File: src/rtl/rule_sweep_ctrl.sv
// Sweeps a 3-input logic block through input vectors 0..7, holding each for
// SETTLE_CYCLES cycles, and assembles the sampled outputs into an 8-bit rule code.
module rule_sweep_ctrl #(
  parameter int unsigned SETTLE_CYCLES = 4
) (
  input  logic       clk,
  input  logic       reset,
  input  logic       start,
  input  logic       abort,
  input  logic [7:0] expected,
  input  logic       dut_out,
  output logic       in1,
  output logic       in2,
  output logic       in3,
  output logic       busy,
  output logic       done,
  output logic       match,
  output logic [7:0] code
);

  localparam logic [7:0] RELOAD = 8'(SETTLE_CYCLES - 1);

  typedef enum logic [1:0] {IDLE, SWEEP, DONE} state_t;

  state_t     state_reg, state_next;
  logic [2:0] idx_reg, idx_next;
  logic [7:0] cnt_reg, cnt_next;
  logic [7:0] code_reg, code_next;
  logic [7:0] exp_reg, exp_next;
  logic       busy_reg, busy_next;
  logic       done_reg, done_next;
  logic       match_reg, match_next;

  always_ff @(posedge clk or posedge reset) begin
    if (reset) begin
      state_reg <= IDLE;
      idx_reg   <= 3'd0;
      cnt_reg   <= 8'd0;
      code_reg  <= 8'h00;
      exp_reg   <= 8'h00;
      busy_reg  <= 1'b0;
      done_reg  <= 1'b0;
      match_reg <= 1'b0;
    end else begin
      state_reg <= state_next;
      idx_reg   <= idx_next;
      cnt_reg   <= cnt_next;
      code_reg  <= code_next;
      exp_reg   <= exp_next;
      busy_reg  <= busy_next;
      done_reg  <= done_next;
      match_reg <= match_next;
    end
  end

  always_comb begin
    state_next = state_reg;
    idx_next   = idx_reg;
    cnt_next   = cnt_reg;
    code_next  = code_reg;
    exp_next   = exp_reg;
    busy_next  = busy_reg;
    done_next  = done_reg;
    match_next = match_reg;

    unique case (state_reg)
      IDLE, DONE: begin
        // abort has priority over a simultaneous start
        if (abort) begin
          state_next = IDLE;
          done_next  = 1'b0;
          match_next = 1'b0;
          busy_next  = 1'b0;
          idx_next   = 3'd0;
        end else if (start) begin
          state_next = SWEEP;
          idx_next   = 3'd0;
          cnt_next   = RELOAD;
          code_next  = 8'h00;
          exp_next   = expected;
          busy_next  = 1'b1;
          done_next  = 1'b0;
          match_next = 1'b0;
        end
      end

      SWEEP: begin
        if (abort) begin
          state_next = IDLE;
          idx_next   = 3'd0;
          busy_next  = 1'b0;
          done_next  = 1'b0;
          match_next = 1'b0;
        end else if (cnt_reg != 8'd0) begin
          cnt_next = cnt_reg - 8'd1;
        end else begin
          // last cycle of the settle window: capture the block's response
          code_next[idx_reg] = dut_out;
          if (idx_reg != 3'd7) begin
            idx_next = idx_reg + 3'd1;
            cnt_next = RELOAD;
          end else begin
            state_next = DONE;
            idx_next   = 3'd0;
            busy_next  = 1'b0;
            done_next  = 1'b1;
            match_next = (code_next == exp_reg);
          end
        end
      end

      default: begin
        state_next = IDLE;
        idx_next   = 3'd0;
        busy_next  = 1'b0;
        done_next  = 1'b0;
        match_next = 1'b0;
      end
    endcase
  end

  // idx is forced to 0 whenever the sweep is not running, so it drives the block directly
  assign in1   = idx_reg[2];
  assign in2   = idx_reg[1];
  assign in3   = idx_reg[0];
  assign busy  = busy_reg;
  assign done  = done_reg;
  assign match = match_reg;
  assign code  = code_reg;

endmodule

File: config.mk
export PLATFORM = sky130hd
export DESIGN_NAME = rule_sweep_ctrl
export DESIGN_NICKNAME = d
export VERILOG_FILES = /design/src/rtl/rule_sweep_ctrl.sv
export SDC_FILE = /design/constraint.sdc
export NUM_CORES = 1
export LEC_CHECK = 0
export CORE_MARGIN = 5
export CORE_UTILIZATION = 51
export CTS_BUF_LIST = sky130_fd_sc_hd__clkbuf_4
export DETAILED_ROUTE_END_ITERATION = 7
export GPL_TIMING_DRIVEN = 0
export PLACE_DENSITY = 0.75
export SETUP_SLACK_MARGIN = 0.5
export SYNTH_ARGS = -nofsm -noshare
export SYNTH_HDL_FRONTEND = slang
export SYNTH_SLANG_ARGS = --single-unit
File: constraint.sdc
create_clock -name clk -period 1.8 [get_ports clk]
set_input_delay 0.36 -clock clk [delete_from_list [all_inputs] [get_ports clk]]
set_output_delay 0.36 -clock clk [all_outputs]
set_load 0.1 [all_outputs]
* After elaboration in Yosys (flattened, before gate mapping) *
Cells that the tools add are included.
W data, S select, Z words.

cells by class
  equal/unequal tests = 12
  bitwise gates (word level) = 1
  $lt $le $gt $ge = 2
  reduce and logical (&&, ||, !) cells = 10
  muxes and demuxes = 42
  add/subtract/negate cells = 2

operators with widths
  kind                   count
  $mux W8                9
  $pmux W8 S2            2
  $mux W3                5
  $ne A3 B3 Y1 const B   5
  $mux W1                14
  $mux W2                5
  $reduce_and A5 Y1      2
  $bwmux W8              1
  $eq A8 B8 Y1           1
  $ne A2 B2 Y1 const B   4
  $reduce_bool A8 Y1     1
  $sub A8 B1 Y8 const B  1
  $pmux W1 S2            3
  $pmux W3 S2            1
  $reduce_and A3 Y1      2
  $lt A3 B4 Y1 const B   1
  $pmux W2 S2            1
  $add A3 B1 Y3 const B  1
  $demux W1 S3           1
  $ge A3 B1 Y1 const B   1
  $eq A2 B1 Y1 const B   1
  $eq A2 B2 Y1 const B   1
  $logic_not A2 Y1       1
  $reduce_and A2 Y1      1
  other kinds (4)        4

word-level totals
  word-level logic and storage cells = 77
  bits in registers = 32
  input port bits = 13

* Longest topological paths before layout *
  word-level depth = 10
  gate-level depth with buffers = 7
  gate-level depth less buffers = 7

* Worst setup path before layout *
No wires, ideal clock.

  kind = register -> register
  from = register idx_reg[0]
  to = register match_reg, in the netlist match
  cell stages (with the launch flop) = 7
  required time = 1.734 ns
  buffers on the path = 0
  library setup time = 0.066 ns
  arrival = 2.411 ns
  path slack = -0.676 ns
  cell sequence = dfrtp_1 ha_1 ha_1 o221ai_1 or4_4 a2111oi_4 a31o_1

on the way
  longest elaborated chain between the ends = 10

RTL lines
  what                                                                line  text
  from (decl)                                                         26    logic [2:0] idx_reg, idx_next;
  from (signal assigned)                                              46    idx_reg <= idx_next;
  $lt A3 B4 Y1 (implied by the code) or $ge A3 B1 Y1 (tied branches)  98    code_next[idx_reg] = dut_out;
  $logic_and A1 B1 Y1 (implied by the code)                           98
  $mux W1 (implied by the code)                                       98
  $demux W1 S3                                                        98
  $bwmux W8                                                           98
  $eq A8 B8 Y1                                                        107   match_next = (code_next == exp_reg);
  $mux W1                                                             99    if (idx_reg != 3'd7) begin
  $mux W1                                                             94    end else if (cnt_reg != 8'd0) begin
  $mux W1                                                             88    if (abort) begin
  $pmux W1 S2                                                         66    unique case (state_reg)
  to (signal assigned)                                                52    match_reg <= match_next;
  to (decl)                                                           32    logic match_reg, match_next;

Several ways; a longest one is shown, not always the timed one. The select of a mux whose other input is x is not followed.
A chain may end at the register's enable or synchronous reset.

* Final worst setup path *
  from = register idx_reg[1]
  to = register match_reg, in the netlist match

Same word-level chain as after synthesis.

==> impl_results.md <==
* Status: complete, but fails checks
* Failing checks: setup timing
* Num CTS Buffers at 5
* Most common cell after layout, fill and taps aside: dfrtp_1
* Critical-path maximum fanout at 7
* Register share of total power at 45.8%
* Final Hold Vio Count at 0
* CTS H-Tree Depth at 2
* Hold Path Class: primary input to asynchronous set/reset pin
* Pint at 1.22 mW
* Pleak at 1.17 nW
* Die height at 70.2 µm
* Critical-path top delay cell: dfrtp_4
* Sw Share at 33.9%
* Final antenna-violating net count at 0
* Post-Route WL at 6110 µm
* Area growth from synthesis to layout at 57.8%
* Cell variety after synth at 49
* Wire per inst at 20.7 µm
* Clock sink total at 31
* Endpoint class of the critical path: flop
* Synth warnings at 0
* Clock transition at path regs at 0.12 ns
* TritonCTS clock tree: built
* # port buffers at 26
* R2R cell count at 5
* Crit Path Class: flop to flop
* Final period util at 110%
* First-pass DRT Iterations at 4
* Vias per cell at 6.24
* PD cells at 634 nW/µm²
* Core Util, Final at 85.5%
* Commonest cells after routing, fill and taps aside: 18 x dfrtp_1, 15 x nor2_1, 15 x buf_12, 15 x buf_4, 11 x clkdlybuf4s50_1
* Clk_skew at 0.0240 ns
* Core area at 3420 µm²
* Primary FF master, synth: dfrtp_1
* Synth top area cells: dfrtp_1 42%, nor2_1 3.9%, xor2_1 3.8%, mux2_2 3.7%, a21oi_1 3.2%
* Placement Rows at 21
* Pin count of the biggest net entering global routing at 32
* Crit-path cells: or3b_4 -> a32oi_1 -> o311ai_2 -> a2111oi_4 -> a31o_1
* Pins Over Slew Limit at 0
* Post-layout minimum cycle time at 1.98 ns
* R2R Path End: match
* Non-Filler Instances at 295
* Max Cap Viol at 0
* Clk buf depth at 2
* Post-synth EDFFs at 0
* First-pass GRT wire length at 8710 µm
* Total number of vias at 1840
* RSZ-0062 raised after global routing: true
* IO Pins at 27
* Clock share of power at 23.7%
* Mapped cell area at 1850 µm²
* Clock Tree Root: clkbuf_4
* Inserted Diodes at 0
* Post-Route Setup TNS at -0.734 ns
* DP Wirelength at 3340 µm
* Fmax achieved at 0.504 GHz
* Syn Inst Count at 191
* Final Instance Area at 2920 µm²
* Power share of the combinational group at 30.4%
* CP Launch Type: flop
* Reg2reg setup slack at -0.18 ns
* Worst hold slack at 0.466 ns
* Synthesized flop and latch total at 31
* NetSw at 0.628 mW
* Starting DRT DRC Count at 277
* Largest area contributor in the netlist: dfrtp_1
* GRT Total Usage at 22.4%
* Max incr delay on CP at 0.56 ns
* VDD IR-drop max at 0.000580 V
* GP Congestion at 0.879
* Worst Setup SP: idx_reg[1]
* Max-Slew Margin vs Limit at 54.3%
* Critical path required time at 2.10 ns
* Final setup vio count at 10
* Initial Util at 54.1%
* Ys async rst share at 100%
* Number of global-route vias before repair at 1755
* Total grt overflow at 0
* Worst r2r src: idx_reg[1]
* Die ar. at 4930 µm²
* Placed Cells at 263
* Clk Latency, worst-skew pair at 0.35 ns
* Tightest Pin Transition at 0.685 ns
* Initial antenna violation count at 0
* Final nets at 265
* Crit path DAT at 2.29 ns
* Worst setup path end: match
* # hold bufs at CTS at 0
* Share of cells above drive strength 1 at 46.6%
* Sequential cell area fraction in the yosys report at 41.9%
* Post-placement cell area at 2300 µm²
* Post-Syn Area per Cell at 9.68 µm²
* Synth Net Count at 208
* # DRC at 0
* Setup slack after layout at -0.183 ns
* Area fraction of the dominant cell type after synthesis at 41.9%
* DIE WIDTH at 70.2 µm
-- per-layer routing --
metal | wire (µm) | vias up | global-route usage, % | part of all wire (%)
met1 | 2490 | 908 | 29.3 | 41
met3 | 417 | 29 | 5.74 | 6.8
li1 | - | 807 | - | -
met2 | 2950 | 96 | 35.0 | 48
met4 | 258 | 0 | 9.57 | 4.2
met5 | 0 | - | 0 | 0
-- synth_stat cells, types with 2 or more instances --
cell       count
a21o_1         2
a21oi_1       12
a22oi_1        2
and3b_1        2
buf_2          2
clkbuf_1       3
dfrtp_1       31
ha_1           4
inv_1          9
mux2_2         6
mux2i_1        5
nand2_1       10
nand2b_1       5
nand3_1        5
nand3b_1       3
nand4_1        4
nand4b_1       2
nor2_1        19
nor2b_1        4
nor3_1         5
nor3b_1        5
o21ai_0        4
o21ai_1       10
o22ai_1        3
o2bb2ai_1      2
or3b_1         2
xor2_1         8
-- cell families after synthesis --
| kind of cell | after synthesis | synth area share [%] |
|---|---|---|
| fa+ha+maj | 4 | 2.71 |
| buf+inv | 15 | 3.59 |
| simple gates | 74 | 24.1 |
| compound gates | 47 | 17.1 |
| flops | 31 | 41.9 |
| mux | 11 | 6.36 |
| xor+xnor | 9 | 4.26 |
-- worst max-delay path: cells and delay by family (launching register included) --
family | cells | cell delay (ns)
DFF | 1 | 0.56
and+or+nand+nor | 1 | 0.46
AOI/OAI and AO/OA | 4 | 0.91
-- power groups by stage --
stage,Combinational [mW],Sequential (mW),Clock [mW]
6_report,0.563,0.848,0.439
5_1_grt,0.600,0.855,0.474
4_1_cts,0.505,0.839,0.438
3_5_place_dp,0.371,0.856,0
3_3_place_gp,0.356,0.851,0
2_1_floorplan,0.256,0.860,0
-- worst min path at each step --
| stage | endpoint | depth (start not counted) | startpoint | slack, ns |
|---|---|---|---|---|
| final | code[4] | 2 | reset | 0.47 |
| after global routing | code[2] | 2 | reset | 0.54 |
| after CTS | state_reg[0] | 2 | reset | 0.50 |
| after detailed placement | exp_reg[2] | 1 | exp_reg[2] | 0.53 |
| after global placement | exp_reg[2] | 1 | exp_reg[2] | 0.52 |
| after floorplan | busy | 1 | reset | 0.46 |
-- area by class of cell --
type | count | area (µm²)
well taps | 46 | 57.6
repair buffers | 49 | 614
flip-flops and latches | 31 | 802
inverters | 9 | 37.5
fillers | 191 | 497
clock inverters | 1 | 5.00
plain buffers | 6 | 57.6
multi-input cells | 146 | 1290
clock buffers | 7 | 52.6
-- what timing repair did --
item                                   CTS  global route
setup endpoints to repair               74            43
endpoints found under the hold margin    0             0
resized for setup                      155            31
pin swaps                               21            13
setup buffers                           17             6
cloned                                   1             0
-- through the flow --
step	power [mW]	setup WS, ns
after floorplan	1.12	-0.176
after CTS	1.78	-0.121
after global routing	1.93	-0.240
final	1.85	-0.183
after detailed placement	1.23	-0.497
after global placement	1.21	-0.512
No activity file was read; power rests on OpenSTA's default activity.
